**src/rtl/instr_fetch_unit.sv**
```systemverilog
// Instruction fetch unit: owns the fetch PC, issues word reads and
// buffers responses in an in-order prefetch queue feeding decode.
module instr_fetch_unit #(
    parameter int unsigned DEPTH      = 4,
    parameter int unsigned IMEM_BYTES = 256,
    parameter logic [31:0] RESET_PC   = 32'h0
) (
    input  logic        clk,
    input  logic        reset,
    output logic        req_valid,
    input  logic        req_ready,
    output logic [31:0] req_addr,
    input  logic        resp_valid,
    input  logic [31:0] resp_data,
    input  logic        branch_valid,
    input  logic [31:0] branch_target,
    output logic        inst_valid,
    input  logic        inst_ready,
    output logic [31:0] inst_data,
    output logic [31:0] inst_pc,
    output logic        proto_err
);

    localparam int AW = $clog2(DEPTH);
    localparam int CW = AW + 2;

    logic [31:0]      fetch_pc;
    logic [31:0]      slot_pc   [DEPTH];
    logic [31:0]      slot_data [DEPTH];
    logic [DEPTH-1:0] slot_full;
    logic [AW-1:0]    alloc_ptr;
    logic [AW-1:0]    fill_ptr;
    logic [AW-1:0]    read_ptr;
    logic [AW:0]      count;
    logic [CW-1:0]    outstanding;
    logic [CW-1:0]    drop_cnt;

    logic        pop;
    logic [AW:0] occ_after_pop;
    logic        has_room;
    logic        in_range;
    logic        issue;
    logic        oor_fill;
    logic        alloc;
    logic        resp_drop;
    logic        resp_take;
    logic        resp_stray;
    logic        unused_tgt;

    assign unused_tgt = ^branch_target[1:0];

    assign inst_valid = slot_full[read_ptr];
    assign inst_data  = slot_data[read_ptr];
    assign inst_pc    = slot_pc[read_ptr];

    assign pop           = inst_valid & inst_ready;
    assign occ_after_pop = count - (AW+1)'(pop);
    assign has_room      = occ_after_pop < (AW+1)'(DEPTH);
    assign in_range      = fetch_pc < 32'(IMEM_BYTES);

    assign req_valid = !reset && !branch_valid && has_room && in_range;
    assign req_addr  = fetch_pc;
    assign issue     = req_valid & req_ready;

    // Nop fill waits for outstanding==0 so it cannot overtake real reads
    assign oor_fill = !reset && !branch_valid && has_room
                    && !in_range && (outstanding == '0);
    assign alloc    = issue | oor_fill;

    assign resp_drop  = resp_valid && (drop_cnt != '0);
    assign resp_take  = resp_valid && (drop_cnt == '0)
                      && (outstanding != '0);
    assign resp_stray = resp_valid && (drop_cnt == '0)
                      && (outstanding == '0);

    always_ff @(posedge clk) begin
        if (reset) begin
            fetch_pc    <= RESET_PC;
            alloc_ptr   <= '0;
            fill_ptr    <= '0;
            read_ptr    <= '0;
            count       <= '0;
            outstanding <= '0;
            drop_cnt    <= '0;
            slot_full   <= '0;
            proto_err   <= 1'b0;
            for (int i = 0; i < DEPTH; i++) begin
                slot_pc[i]   <= '0;
                slot_data[i] <= '0;
            end
        end else if (branch_valid) begin
            fetch_pc    <= {branch_target[31:2], 2'b00};
            alloc_ptr   <= '0;
            fill_ptr    <= '0;
            read_ptr    <= '0;
            count       <= '0;
            slot_full   <= '0;
            outstanding <= '0;
            // A same-cycle response retires one stale read either way
            drop_cnt <= drop_cnt + outstanding
                      - CW'(resp_drop | resp_take);
            if (resp_stray) begin
                proto_err <= 1'b1;
            end
        end else begin
            if (pop) begin
                slot_full[read_ptr] <= 1'b0;
                read_ptr            <= read_ptr + 1'b1;
            end
            if (resp_drop) begin
                drop_cnt <= drop_cnt - 1'b1;
            end
            if (resp_take) begin
                slot_data[fill_ptr] <= resp_data;
                slot_full[fill_ptr] <= 1'b1;
                fill_ptr            <= fill_ptr + 1'b1;
            end
            if (resp_stray) begin
                proto_err <= 1'b1;
            end
            if (alloc) begin
                slot_pc[alloc_ptr]   <= fetch_pc;
                slot_full[alloc_ptr] <= oor_fill;
                alloc_ptr            <= alloc_ptr + 1'b1;
                fetch_pc             <= fetch_pc + 32'd4;
            end
            if (oor_fill) begin
                slot_data[alloc_ptr] <= 32'h0;
                fill_ptr             <= fill_ptr + 1'b1;
            end
            outstanding <= outstanding + CW'(issue) - CW'(resp_take);
            count       <= count + (AW+1)'(alloc) - (AW+1)'(pop);
        end
    end

endmodule

```
**config.mk**
```make
export PLATFORM = sky130hd
export DESIGN_NAME = instr_fetch_unit
export DESIGN_NICKNAME = d
export VERILOG_FILES = /design/src/rtl/instr_fetch_unit.sv
export SDC_FILE = /design/constraint.sdc
export NUM_CORES = 1
export LEC_CHECK = 0
export ABC_AREA = 0
export CORE_MARGIN = 4
export CORE_UTILIZATION = 51
export CTS_CLUSTER_SIZE = 8
export DETAILED_ROUTE_END_ITERATION = 12
export GPL_TIMING_DRIVEN = 0
export PLACE_DENSITY = 0.85
export SLEW_MARGIN = 0
export SYNTH_ARGS = -nofsm -noshare
export SYNTH_HDL_FRONTEND = slang
export SYNTH_SLANG_ARGS = --single-unit
```
**constraint.sdc**
```tcl
create_clock -name clk -period 6.4 [get_ports clk]
set_input_delay 1.92 -clock clk [delete_from_list [all_inputs] [get_ports clk]]
set_output_delay 1.92 -clock clk [all_outputs]
set_load 0.1 [all_outputs]
```
Word level (Yosys, flattened, before mapping)
Memories as Yosys holds them, arrays and structs flattened. A register that Yosys moved wholly into a read port is not among the register bits.
Index checks and enable logic that the tools add are counted.
{ "totals": {"input_bits": 70, "mem_count": 2, "rom_bits": 0, "register_bits": 54, "latch_bits": 0, "wordCells": 114, "mem_bits_rw": 256, "output_inout_bits": 99} }
{ "memory_table": {"columns": ["name", "words", "word_bits", "rd", "rd_clocked_by_memory_dff", "wr", "line", "rtl"], "rows": [
  ["slot_data", 4, 32, 1, 1, 4, "29", "logic [31:0] slot_data [DEPTH];"],
  ["slot_pc", 4, 32, 1, 1, 4, "28", "logic [31:0] slot_pc [DEPTH];"]
]} }
{ "op_classes": {"n_eq_ne": 0, "n_bitwise": 7, "reduce_logical": 26, "div": 0, "mux": 49, "addsub": 12, "n_shift": 0, "n_lt_le_gt_ge": 8, "multipliers": 0} }
{ "op_table": {"columns": ["cell", "count"], "rows": [
  ["32-bit 2-to-1 mux", 5],
  ["32-bit OR reduction", 3],
  ["4-bit 2-to-1 mux", 9],
  ["32-bit by 3-bit adder with 32-bit output, second input constant", 1],
  ["32-bit by 9-bit less-than comparator with 1-bit output, second input constant", 1],
  ["1-bit 2-to-1 mux", 21],
  ["2-bit 2-to-1 mux", 9],
  ["1-bit logical AND", 12],
  ["2-bit by 3-bit less-than comparator with 1-bit output, second input constant", 3],
  ["4-bit zero test", 2],
  ["4-bit nonzero test", 2],
  ["4-bit by 1-bit subtractor with 4-bit output", 2],
  ["2-bit by 1-bit adder with 2-bit output, second input constant", 3],
  ["1-bit demux with 2-bit select", 3],
  ["2-bit by 1-bit >= comparator with 1-bit output, second input constant", 3],
  ["2-bit nonzero test", 3],
  ["3-bit by 1-bit subtractor with 3-bit output", 2],
  ["4-bit by 1-bit adder with 4-bit output", 1],
  ["4-bit adder", 1],
  ["4-bit bitwise AND", 1],
  ["4-bit bitwise mux", 1],
  ["4-bit NOT", 1],
  ["4-bit bitwise OR", 1],
  ["4-bit by 1-bit subtractor with 4-bit output, second input constant", 1],
  ["7 further kinds", 11]
]} }

Longest topological paths before layout
Gate-level depths: netlist of run 1.
{ "logic_depth": {"ltp_word": 15, "mapped_depth": 18, "depth_no_buf": 14} }

Least setup slack after synthesis of run 1
No wires, ideal clock.
{ "synth_timing": {"kind": "input -> output", "from": "in reset", "to": "out req_valid", "stages": 7, "required_time_ps": 4480, "path_slack_ps": -643, "t_arrival_ps": 5123, "n_path_buf": 3, "cell_sequence": "clkbuf_1 > or2_2 > clkbuf_1 > nor2_1 > mux2i_4 > clkbuf_1 > nor3_1"} }
{ "synth_via": {"elab_chain_len": 4} }
{ "synth_lines": {"columns": ["item", "line", "rtl"], "rows": [
  ["start, declared", "9", "input logic reset,"],
  ["1-bit zero test", "61", "assign req_valid = !reset && !branch_valid && has_room && in_range;"],
  ["1-bit logical AND (3 in a row)", "61", null],
  ["end, declared", "10", "output logic req_valid,"]
]} }
No other way between the ends.

Worst setup path in the final report of run 1
{ "layout_timing": {"from": "in branch_valid", "to": "out req_valid"} }
{ "layout_via": {"elab_chain_len": 4} }
{ "layout_lines": {"columns": ["item", "line", "rtl"], "rows": [
  ["start, declared", "15", "input logic branch_valid,"],
  ["1-bit zero test", "61", null],
  ["1-bit logical AND (3 in a row)", "61", null]
]} }
No other way between the ends.

==> results.sh, run 1 <==
export IMPL_status="finished, final reports clean"
export IMPL_wire_per_inst_um=22.8
export IMPL_hold_viol_final=0
export IMPL_clk_latency_ns=0.54
export IMPL_rsz0062_at_grt="false"
export IMPL_ir_drop_v=0.000208
export IMPL_gp_congestion=0.939
export IMPL_powerDensity_nw_per_um2=299
export IMPL_crit_cells=8
export IMPL_syn_area_um2=14300
export IMPL_fp_dieW_um=175
export IMPL_r2r_end="count[2]$_SDFF_PP0_"
export IMPL_synthArstFlopShare_pct=0
export IMPL_die_area_um2=30800
export IMPL_arrival_ns=4.27
export IMPL_finalWirelength_mm=38.5
export IMPL_yosysSeqAreaShare_pct=59.6
export IMPL_path_class="input port to output pin"
export IMPL_drive_gt1_share_pct=11.2
export IMPL_via_per_inst=5.96
export IMPL_maxCapViolCount=0
export IMPL_clkTransAtPathRegs_ns=0.05
export IMPL_grt_pass1_wl_mm=59.7
export IMPL_endpoint_kind="output pin"
export IMPL_initial_core_util_pct=51.6
export IMPL_fmax_mhz=162
export IMPL_area_growth_pct=23.9
export IMPL_drt_first_pass_iters=5
export IMPL_synthCells=1080
export IMPL_rrSetupSlack_ns=1.85
export IMPL_cts_made_buffers=43
export IMPL_cts_tree="built"
export IMPL_io_pins=169
export IMPL_diodes=0
export IMPL_relSlewSlack_pct=26.3
export IMPL_vias=10085
export IMPL_remaining_drc_errors=0
export IMPL_crit_chain="clkbuf_1 > or2_2 > clkbuf_1 > nor2_1 > mux2i_4 > clkbuf_2 > nor3_2 > clkdlybuf4s15_2"
export IMPL_slowest_stage="clkdlybuf4s15_2"
export IMPL_layout_area_seq_um2=8530
export IMPL_fin_skew_ns=0.0327
export IMPL_multi_input_area_um2=5340
export IMPL_critPathMaxFanout=10
export IMPL_worst_path_most_repeated_cell="clkbuf_1"
export IMPL_r2r_start="req_addr[9]$_SDFFE_PP0P_"
export IMPL_synth_flop_cell="edfxtp_1"
export IMPL_finish_net_count=1392
export IMPL_slew_violations=0
export IMPL_power_mw=5.29
export IMPL_cts_max_level=2
export IMPL_synth_edf_count=248
export IMPL_cts_buffer_depth=3
export IMPL_synth_cell_types=59
export IMPL_cp_data_required_time_ns=4.48
export IMPL_yosysWarningCount=0
export IMPL_ys_ff_latch=302
export IMPL_grt_pass1_vias=10380
export IMPL_crit_end="req_valid"
export IMPL_worstMarginPinSlew_ns=1.10
export IMPL_leakagePower_nw=6.51
export IMPL_num_fill_cells=1955
export IMPL_syn_area_per_cell_um2=13.2
export IMPL_dp_slack_ns=-0.390
export IMPL_worst_hold_slack_ns=0.478
export IMPL_core_um2=27700
export IMPL_ant_nets=0
export IMPL_ctsResizeCount=3
export IMPL_grt_usage_pct=24.8
export IMPL_cts_sinks=302
export IMPL_period_minus_slack_ns=6.19
export IMPL_min_period_over_period_pct=96.7
export IMPL_cts_hold_buf=0
export IMPL_setup_viol=0
export IMPL_critPathLaunchType="input port"
export IMPL_dr_first_iter_drc_count=1039
export IMPL_rows=61
export IMPL_grt_overflow_total=0
export IMPL_critPathMaxStageDelay_ns=0.48
export IMPL_min_path_type="register to register"
export IMPL_hpwl_mm=25.8
export IMPL_critPathBufInv=4
export IMPL_worst_slack_ns=0.211
export IMPL_post_cts_setup_buffer_count=0
export IMPL_finalSetupTns_ns=0
export IMPL_die_y_um=175
export IMPL_crit_start="branch_valid"
export IMPL_ff2ff_path_depth=17
export IMPL_port_buffers=160
export IMPL_cts_root_buffer="clkbuf_16"
export IMPL_critical_path_top_delay_family="buffers and inverters"
export IMPL_antenna_found_initial=0
export IMPL_grt_start_max_net_pins=33
-- registers in the layout (all words and copies together) (netlist names), named ones only --
register and flops:
slot_full 4, proto_err 1, count 3, slot_pc 120
alloc_ptr 2, outstanding 4, req_addr 30, fill_ptr 2
read_ptr 2, drop_cnt 4, slot_data 128
-- cell usage after synthesis, types with 13 or more instances --
cell type,count,area [um^2]
nand2_1,45,169
dfxtp_1,54,1080
nor3_1,14,70.1
clkbuf_1,67,251
edfxtp_1,248,7450
or3_1,13,81.3
and3_1,66,413
o211ai_1,17,128
and2_1,187,1170
nand3_1,17,85.1
ha_1,28,350
a21oi_1,17,85.1
mux4_2,63,1420
inv_1,33,124
nor2_1,50,188
-- layout by cell type (no fill, tap or decap), types with 4 or more instances in the layout --
cell             instances
dfxtp_1                 54
nand4_1                 10
a22oi_1                  6
clkdlybuf4s50_1        159
ha_1                    28
a21o_1                   8
clkbuf_1                88
and2_1                 187
and3_1                  66
clkbuf_16               44
buf_2                    6
buf_4                    4
inv_1                   33
and4_1                   6
or4_1                    5
o311ai_0                12
o211ai_1                17
xor2_1                   4
nand2_1                 45
or3_1                   11
a31oi_1                 10
nor3_1                  13
nor4_1                   9
nor2b_1                  4
edfxtp_1               248
nor2_1                  50
nand3_1                 17
mux2i_1                  5
a21oi_1                 17
or2_2                    7
buf_1                    9
xnor2_1                 12
mux4_2                  63
conb_1                   4
-- cell type report --
type / instances / share of cell area [%]
repair buffers: 163 / 9.40
flip-flops and latches: 302 / 48.1
clock buffers: 67 / 6.76
multi-input cells: 659 / 30.1
clock inverters: 2 / 0.141
inverters: 35 / 0.742
well taps: 378 / 2.67
plain buffers: 87 / 2.02
-- worst reg2reg max path, stage by stage (launching register included) --
cell and delay [ns]:
dfxtp_1 0.32, clkbuf_1 0.24, nor4_1 0.49, nand4_1 0.31, o21ai_1 0.77, a21oi_4 0.16, inv_2 0.11, buf_6 0.15
buf_2 0.28, buf_2 0.35, ha_1 0.29, inv_1 0.06, ha_1 0.14, inv_1 0.05, fa_1 0.36, xor2_1 0.17
xnor2_1 0.13, nor2_1 0.05
-- power by group --
group	internal [mW]	total, mW	switching, mW
combinational	0.276	0.900	0.624
sequential	2.24	2.31	0.0633
clock	1.27	2.08	0.811
total	3.79	5.29	1.50
-- per-layer routing --
metal	vias to the layer above	GRT usage (%)	routed length, um
met5	-	0	0
met4	0	8.58	1310
met3	100	4.46	3350
met2	576	41.2	18900
met1	4968	33.5	14900
li1	4441	-	-
-- cell families after synthesis --
logic type	after synthesis	share of synthesized area (%)
AOI/OAI and AO/OA	99	5.12
xor gates and xnor gates	16	0.980
DFF	302	59.6
adders and majority gates	31	2.87
buffers and inverters	122	3.41
muxes	70	10.5
and+or+nand+nor	439	17.5
other	1	0.0262
-- worst min path at each step --
| stage | from | to | slack, ns | depth (start not counted) |
|---|---|---|---|---|
| 2_1_floorplan | alloc_ptr[1]$_SDFFE_PP0N_ | alloc_ptr[1]$_SDFFE_PP0N_ | 0.51 | 2 |
| 3_5_place_dp | proto_err$_SDFFE_PP0P_ | proto_err$_SDFFE_PP0P_ | 0.46 | 2 |
| 4_1_cts | proto_err$_SDFFE_PP0P_ | proto_err$_SDFFE_PP0P_ | 0.49 | 2 |
| 3_3_place_gp | proto_err$_SDFFE_PP0P_ | proto_err$_SDFFE_PP0P_ | 0.47 | 2 |
| 6_report | proto_err$_SDFFE_PP0P_ | proto_err$_SDFFE_PP0P_ | 0.48 | 2 |
| 5_1_grt | proto_err$_SDFFE_PP0P_ | proto_err$_SDFFE_PP0P_ | 0.54 | 2 |
-- stage by stage --
| step | cells | area (um^2) | util, % |
|---|---|---|---|
| after detailed placement | 1624 | 16500 | 59.5 |
| after floorplan | 1083 | 14300 | - |
| after CTS | 1693 | 17700 | 63.9 |
| final | 1693 | 17700 | 63.9 |
| after global routing | 1693 | 17700 | 63.9 |
| after global placement | 1621 | 16400 | 59.2 |
(Power assumes the default switching activity.)
==> inputs of run 2 (changes only) <==
--- a/config.mk
+++ b/config.mk
@@ -12,6 +12,7 @@
 export DETAILED_ROUTE_END_ITERATION = 12
 export GPL_TIMING_DRIVEN = 0
 export PLACE_DENSITY = 0.85
+export REMOVE_ABC_BUFFERS = 1
 export SLEW_MARGIN = 0
 export SYNTH_ARGS = -nofsm -noshare
 export SYNTH_HDL_FRONTEND = slang
==> run 2 against run 1 <==
Effect of this change:
- sequential power hardly changed
- cell count is 4.0% lower
- power is 0.46% lower
- flip-flop and latch count stayed put
- first-iteration DRC count is 7.1% higher
- register-to-register slack worse by 0.39 ns
- via count is 3.6% lower
- critical path depth is 1 lower
- critical endpoint unchanged
- largest power group unchanged
==> results.sh, run 2 (synthesis gave the netlist of run 1 again) <==
export IMPL_remaining_drc_errors=0
export IMPL_power_mw=5.26
export IMPL_arrival_ns=4.36
export IMPL_via_per_inst=5.98
export IMPL_status="finished, final reports clean"
export IMPL_layout_common_cells="248 x edfxtp_1, 187 x and2_1, 159 x clkdlybuf4s50_1"
export IMPL_ant_nets=0
export IMPL_worstMarginPinSlew_ns=1.27
export IMPL_layout_area_seq_um2=8540
export IMPL_grt_start_max_net_pins=45
export IMPL_area_growth_pct=23.1
export IMPL_rows=61
export IMPL_grt_pass1_wl_mm=55.8
export IMPL_cts_made_buffers=43
export IMPL_cts_max_level=2
export IMPL_leakagePower_nw=6.48
export IMPL_top_register="slot_data"
export IMPL_rsz0062_at_grt="false"
export IMPL_worst_hold_slack_ns=0.485
export IMPL_min_path_cells=2
export IMPL_min_period_over_period_pct=98.2
export IMPL_ir_drop_v=0.000172
export IMPL_die_area_um2=30800
export IMPL_io_pins=169
export IMPL_gp_congestion=0.822
export IMPL_cts_sinks=302
export IMPL_finish_net_count=1318
export IMPL_r2r_start="req_addr[8]$_SDFFE_PP0P_"
export IMPL_min_path_type="register to register"
export IMPL_vias=9718
export IMPL_postLayoutCoreUtil_pct=63.6
export IMPL_crit_end="req_valid"
export IMPL_multi_input_area_um2=5360
export IMPL_num_fill_cells=1966
export IMPL_critPathLaunchType="input port"
export IMPL_fmax_mhz=159
export IMPL_powerDensity_nw_per_um2=299
export IMPL_place_area_um2=16400
export IMPL_relSlewSlack_pct=15.3
export IMPL_largest_register_ffs=128
export IMPL_critPathMaxFanout=38
export IMPL_dp_slack_ns=-0.547
export IMPL_finalSetupTns_ns=0
export IMPL_drt_first_pass_iters=5
export IMPL_crit_start="branch_valid"
export IMPL_ctsResizeCount=5
export IMPL_core_um2=27700
export IMPL_fp_dieW_um=175
export IMPL_ff2ff_path_depth=7
export IMPL_cts_hold_buf=0
export IMPL_initial_core_util_pct=51.6
export IMPL_hpwl_mm=21.8
export IMPL_final_common_cell="edfxtp_1"
export IMPL_post_cts_setup_buffer_count=0
export IMPL_finalWirelength_mm=35.8
export IMPL_path_class="input port to output pin"
export IMPL_maxCapViolCount=0
export IMPL_dp_cells=1550
export IMPL_die_y_um=175
export IMPL_clkTransAtPathRegs_ns=0.05
export IMPL_cts_tree="built"
export IMPL_grt_pass1_vias=10044
export IMPL_finalInstanceArea_um2=17600
export IMPL_dr_first_iter_drc_count=1113
export IMPL_slew_violations=0
export IMPL_wire_per_inst_um=22.0
export IMPL_drive_gt1_share_pct=12.4
export IMPL_port_buffers=162
export IMPL_grt_usage_pct=22.9
export IMPL_r2r_end="slot_pc[2][28]$_SDFFCE_PN0P_"
export IMPL_cts_buffer_depth=3
export IMPL_grt_overflow_total=0
export IMPL_setup_viol=0
export IMPL_worst_slack_ns=0.118
export IMPL_period_minus_slack_ns=6.28
export IMPL_cts_root_buffer="clkbuf_16"
export IMPL_endpoint_kind="output pin"
export IMPL_antenna_found_initial=2
export IMPL_hold_viol_final=0
export IMPL_cp_data_required_time_ns=4.48
export IMPL_clk_latency_ns=0.53
export IMPL_fin_skew_ns=0.0311
export IMPL_instances_no_fill=1625
export IMPL_rrSetupSlack_ns=1.46
## run 2: worst max-delay path: stages
cell and delay (ns):
clkbuf_4 0.33, nor2_4 0.43, buf_12 0.27, and2_1 0.20, mux2i_4 0.21, nor3_1 0.36, clkdlybuf4s15_2 0.61
## run 2: worst min-delay path by stage
stage                                         start                        end  slack [ns]
after floorplan           alloc_ptr[1]$_SDFFE_PP0N_  alloc_ptr[1]$_SDFFE_PP0N_        0.51
after global placement       proto_err$_SDFFE_PP0P_     proto_err$_SDFFE_PP0P_        0.46
after detailed placement     proto_err$_SDFFE_PP0P_     proto_err$_SDFFE_PP0P_        0.48
after CTS                    proto_err$_SDFFE_PP0P_     proto_err$_SDFFE_PP0P_        0.48
after global routing         proto_err$_SDFFE_PP0P_     proto_err$_SDFFE_PP0P_        0.54
final                        proto_err$_SDFFE_PP0P_     proto_err$_SDFFE_PP0P_        0.48
## run 2: metal layers
| layer | track usage, % | vias to the layer above | part of all wire [%] |
|---|---|---|---|
| li1 | - | 4296 | - |
| met1 | 29.4 | 4860 | 38 |
| met2 | 39.8 | 456 | 51 |
| met3 | 3.44 | 106 | 6.9 |
| met4 | 8.80 | 0 | 3.7 |
| met5 | 0 | - | 0 |
## run 2: power by group
group          leakage, nW  internal (mW)  switching (mW)
Sequential            3.02           2.24          0.0711
Clock                0.590           1.28           0.803
Combinational         2.87          0.273           0.597
Total                 6.48           3.79            1.47
## run 2: area by class of cell
type / instances / area share [%]
inverter: 35 / 0.746
clock buffer: 70 / 6.86
multi-input combinational: 659 / 30.4
sequential: 302 / 48.5
timing repair buffer: 176 / 10.6
tap: 378 / 2.69
antenna: 3 / 0.0426
clock inverter: 2 / 0.142
==> inputs of run 3 (changes only) <==
--- a/config.mk
+++ b/config.mk
@@ -7,11 +7,12 @@
 export LEC_CHECK = 0
 export ABC_AREA = 0
 export CORE_MARGIN = 4
-export CORE_UTILIZATION = 51
+export CORE_UTILIZATION = 55
 export CTS_CLUSTER_SIZE = 8
 export DETAILED_ROUTE_END_ITERATION = 12
+export DONT_BUFFER_PORTS = 1
 export GPL_TIMING_DRIVEN = 0
-export PLACE_DENSITY = 0.85
+export PLACE_DENSITY = 0.81
 export REMOVE_ABC_BUFFERS = 1
 export SLEW_MARGIN = 0
 export SYNTH_ARGS = -nofsm -noshare
==> run 3 against run 2 <==
Effect of this change:
- cell count is 13% lower
- largest power group unchanged
- design area down 9.2%
- maximum frequency rose by 13%
- power fell by 2.5%
- critical path type unchanged
==> results.sh, run 3 (synthesis gave the netlist of run 1 again) <==
export IMPL_top_register="slot_data"
export IMPL_period_minus_slack_ns=5.54
export IMPL_cts_max_level=2
export IMPL_rsz0062_at_grt="false"
export IMPL_grt_start_max_net_pins=44
export IMPL_cts_hold_buf=0
export IMPL_r2r_start="req_addr[8]$_SDFFE_PP0P_"
export IMPL_final_common_cell="edfxtp_1"
export IMPL_finalSetupTns_ns=0
export IMPL_post_cts_setup_buffer_count=0
export IMPL_hpwl_mm=21.2
export IMPL_powerDensity_nw_per_um2=321
export IMPL_finish_net_count=1158
export IMPL_fp_dieW_um=169
export IMPL_die_y_um=169
export IMPL_hold_start="alloc_ptr[1]$_SDFFE_PP0N_"
export IMPL_io_pins=169
export IMPL_slew_violations=0
export IMPL_fmax_mhz=180
export IMPL_grt_overflow_total=0
export IMPL_worstMarginPinSlew_ns=1.41
export IMPL_wire_per_inst_um=24.0
export IMPL_maxCapViolCount=0
export IMPL_critPathLaunchType="input port"
export IMPL_multi_input_area_um2=5360
export IMPL_drt_first_pass_iters=5
export IMPL_area_growth_pct=11.7
export IMPL_rrSetupSlack_ns=1.15
export IMPL_rows=58
export IMPL_gp_congestion=0.873
export IMPL_cts_buffer_depth=3
export IMPL_clkTransAtPathRegs_ns=0.05
export IMPL_min_path_type="register to register"
export IMPL_p_sw_share_pct=28.3
export IMPL_relSlewSlack_pct=5.88
export IMPL_p_seq_share_pct=47.3
export IMPL_remaining_drc_errors=0
export IMPL_r2r_end="slot_pc[2][9]$_SDFFCE_PN0P_"
export IMPL_arrival_ns=3.62
export IMPL_finalInstanceArea_um2=16000
export IMPL_critPathMaxFanout=43
export IMPL_cts_tree="built"
export IMPL_endpoint_kind="output pin"
export IMPL_worst_hold_slack_ns=0.577
export IMPL_comb_power_share_pct=12.2
export IMPL_vias=8895
export IMPL_fin_skew_ns=0.0230
export IMPL_ff2ff_path_depth=9
export IMPL_cts_made_buffers=43
export IMPL_min_to="alloc_ptr[1]$_SDFFE_PP0N_"
export IMPL_power_frac_clock_pct=40.5
export IMPL_min_path_cells=2
export IMPL_finalWirelength_mm=33.9
export IMPL_hold_viol_final=0
export IMPL_setup_viol=0
export IMPL_ir_drop_v=0.000244
export IMPL_leakagePower_nw=5.89
export IMPL_layout_area_seq_um2=8540
export IMPL_min_period_over_period_pct=86.6
export IMPL_cts_root_buffer="clkbuf_16"
export IMPL_ant_nets=0
export IMPL_grt_pass1_vias=9283
export IMPL_dr_first_iter_drc_count=901
export IMPL_initial_core_util_pct=56.3
export IMPL_largest_register_ffs=128
export IMPL_ctsResizeCount=0
export IMPL_clk_latency_ns=0.53
export IMPL_critPathMaxStageDelay_ns=0.44
export IMPL_grt_pass1_wl_mm=52.9
export IMPL_cts_sinks=302
export IMPL_switchingPower_mw=1.45
export IMPL_slowest_stage="nor3_2"
export IMPL_grt_usage_pct=23.7
export IMPL_drive_gt1_share_pct=14.3
export IMPL_cp_data_required_time_ns=4.48
export IMPL_place_area_um2=14700
export IMPL_antenna_found_initial=3
export IMPL_port_buffers=0
export IMPL_internal_power_mw=3.68
export IMPL_num_fill_cells=1785
export IMPL_die_area_um2=28600
export IMPL_crit_chain="nor2_4 > buf_12 > and2_1 > mux2i_4 > nor3_2 > buf_16"
export IMPL_via_per_inst=6.28
export IMPL_status="finished, final reports clean"
export IMPL_path_class="input port to output pin"
export IMPL_core_um2=25400
export IMPL_layout_common_cells="248 x edfxtp_1, 187 x and2_1, 66 x and3_1"
==> run 3: critical path, delay by kind of cell <==
family,cells,cell delay [ns]
buffers and inverters,2,0.48
multiplexers,1,0.22
AND/OR/NAND/NOR,3,0.96
==> run 3: area by class of cell <==
| class | instances | share of cell area, % |
|---|---|---|
| clock inverter | 3 | 0.305 |
| inverter | 35 | 0.822 |
| sequential | 302 | 53.4 |
| antenna | 1 | 0.0157 |
| tap | 330 | 2.58 |
| clock buffer | 70 | 7.43 |
| timing repair buffer | 16 | 1.87 |
| multi-input combinational | 659 | 33.5 |
==> run 3: power by group through the flow <==
| stage | logic (mW) | registers (mW) | clock network, mW |
|---|---|---|---|
| after floorplan | 0.510 | 2.43 | 0 |
| after global placement | 0.593 | 2.46 | 0 |
| after detailed placement | 0.625 | 2.46 | 0 |
| after CTS | 0.629 | 2.43 | 2.10 |
| after global routing | 0.677 | 2.44 | 2.20 |
| final | 0.625 | 2.43 | 2.08 |
==> run 3: metal layers <==
metal  vias to the layer above  routed length [um]  track usage [%]
met2                       415               17000             39.0
met5                         -                  34                0
met1                      4416               12400             30.1
li1                       3964                   -                -
met3                        96                3060             6.15
met4                         4                1380             9.84
==> run 3: how the worst max path moves through the flow <==
stage               depth (start not counted)                        endpoint  slack (ns)          from
finish                                      6                       req_valid        0.86         reset
global route                                7  slot_data[1][12]$_SDFFCE_PN0P_        0.60    resp_valid
CTS                                         6                       req_valid        0.91         reset
detailed placement                          7   slot_data[1][8]$_SDFFCE_PN0P_        0.33    resp_valid
global placement                            6       slot_data[3][8]$_DFFE_PP_       -4.06  branch_valid
floorplan                                   4                       req_valid       -1.13         reset
==> run 3: metrics by stage <==
step / cells / setup WS [ns] / utilization [%] / power (mW)
after floorplan: 996 / -1.13 / - / 2.94
after global placement: 1326 / -4.06 / 56.6 / 3.05
after detailed placement: 1342 / 0.333 / 58.0 / 3.09
after CTS: 1415 / 0.909 / 62.9 / 5.15
after global routing: 1416 / 0.599 / 62.9 / 5.31
final: 1416 / 0.860 / 62.9 / 5.13
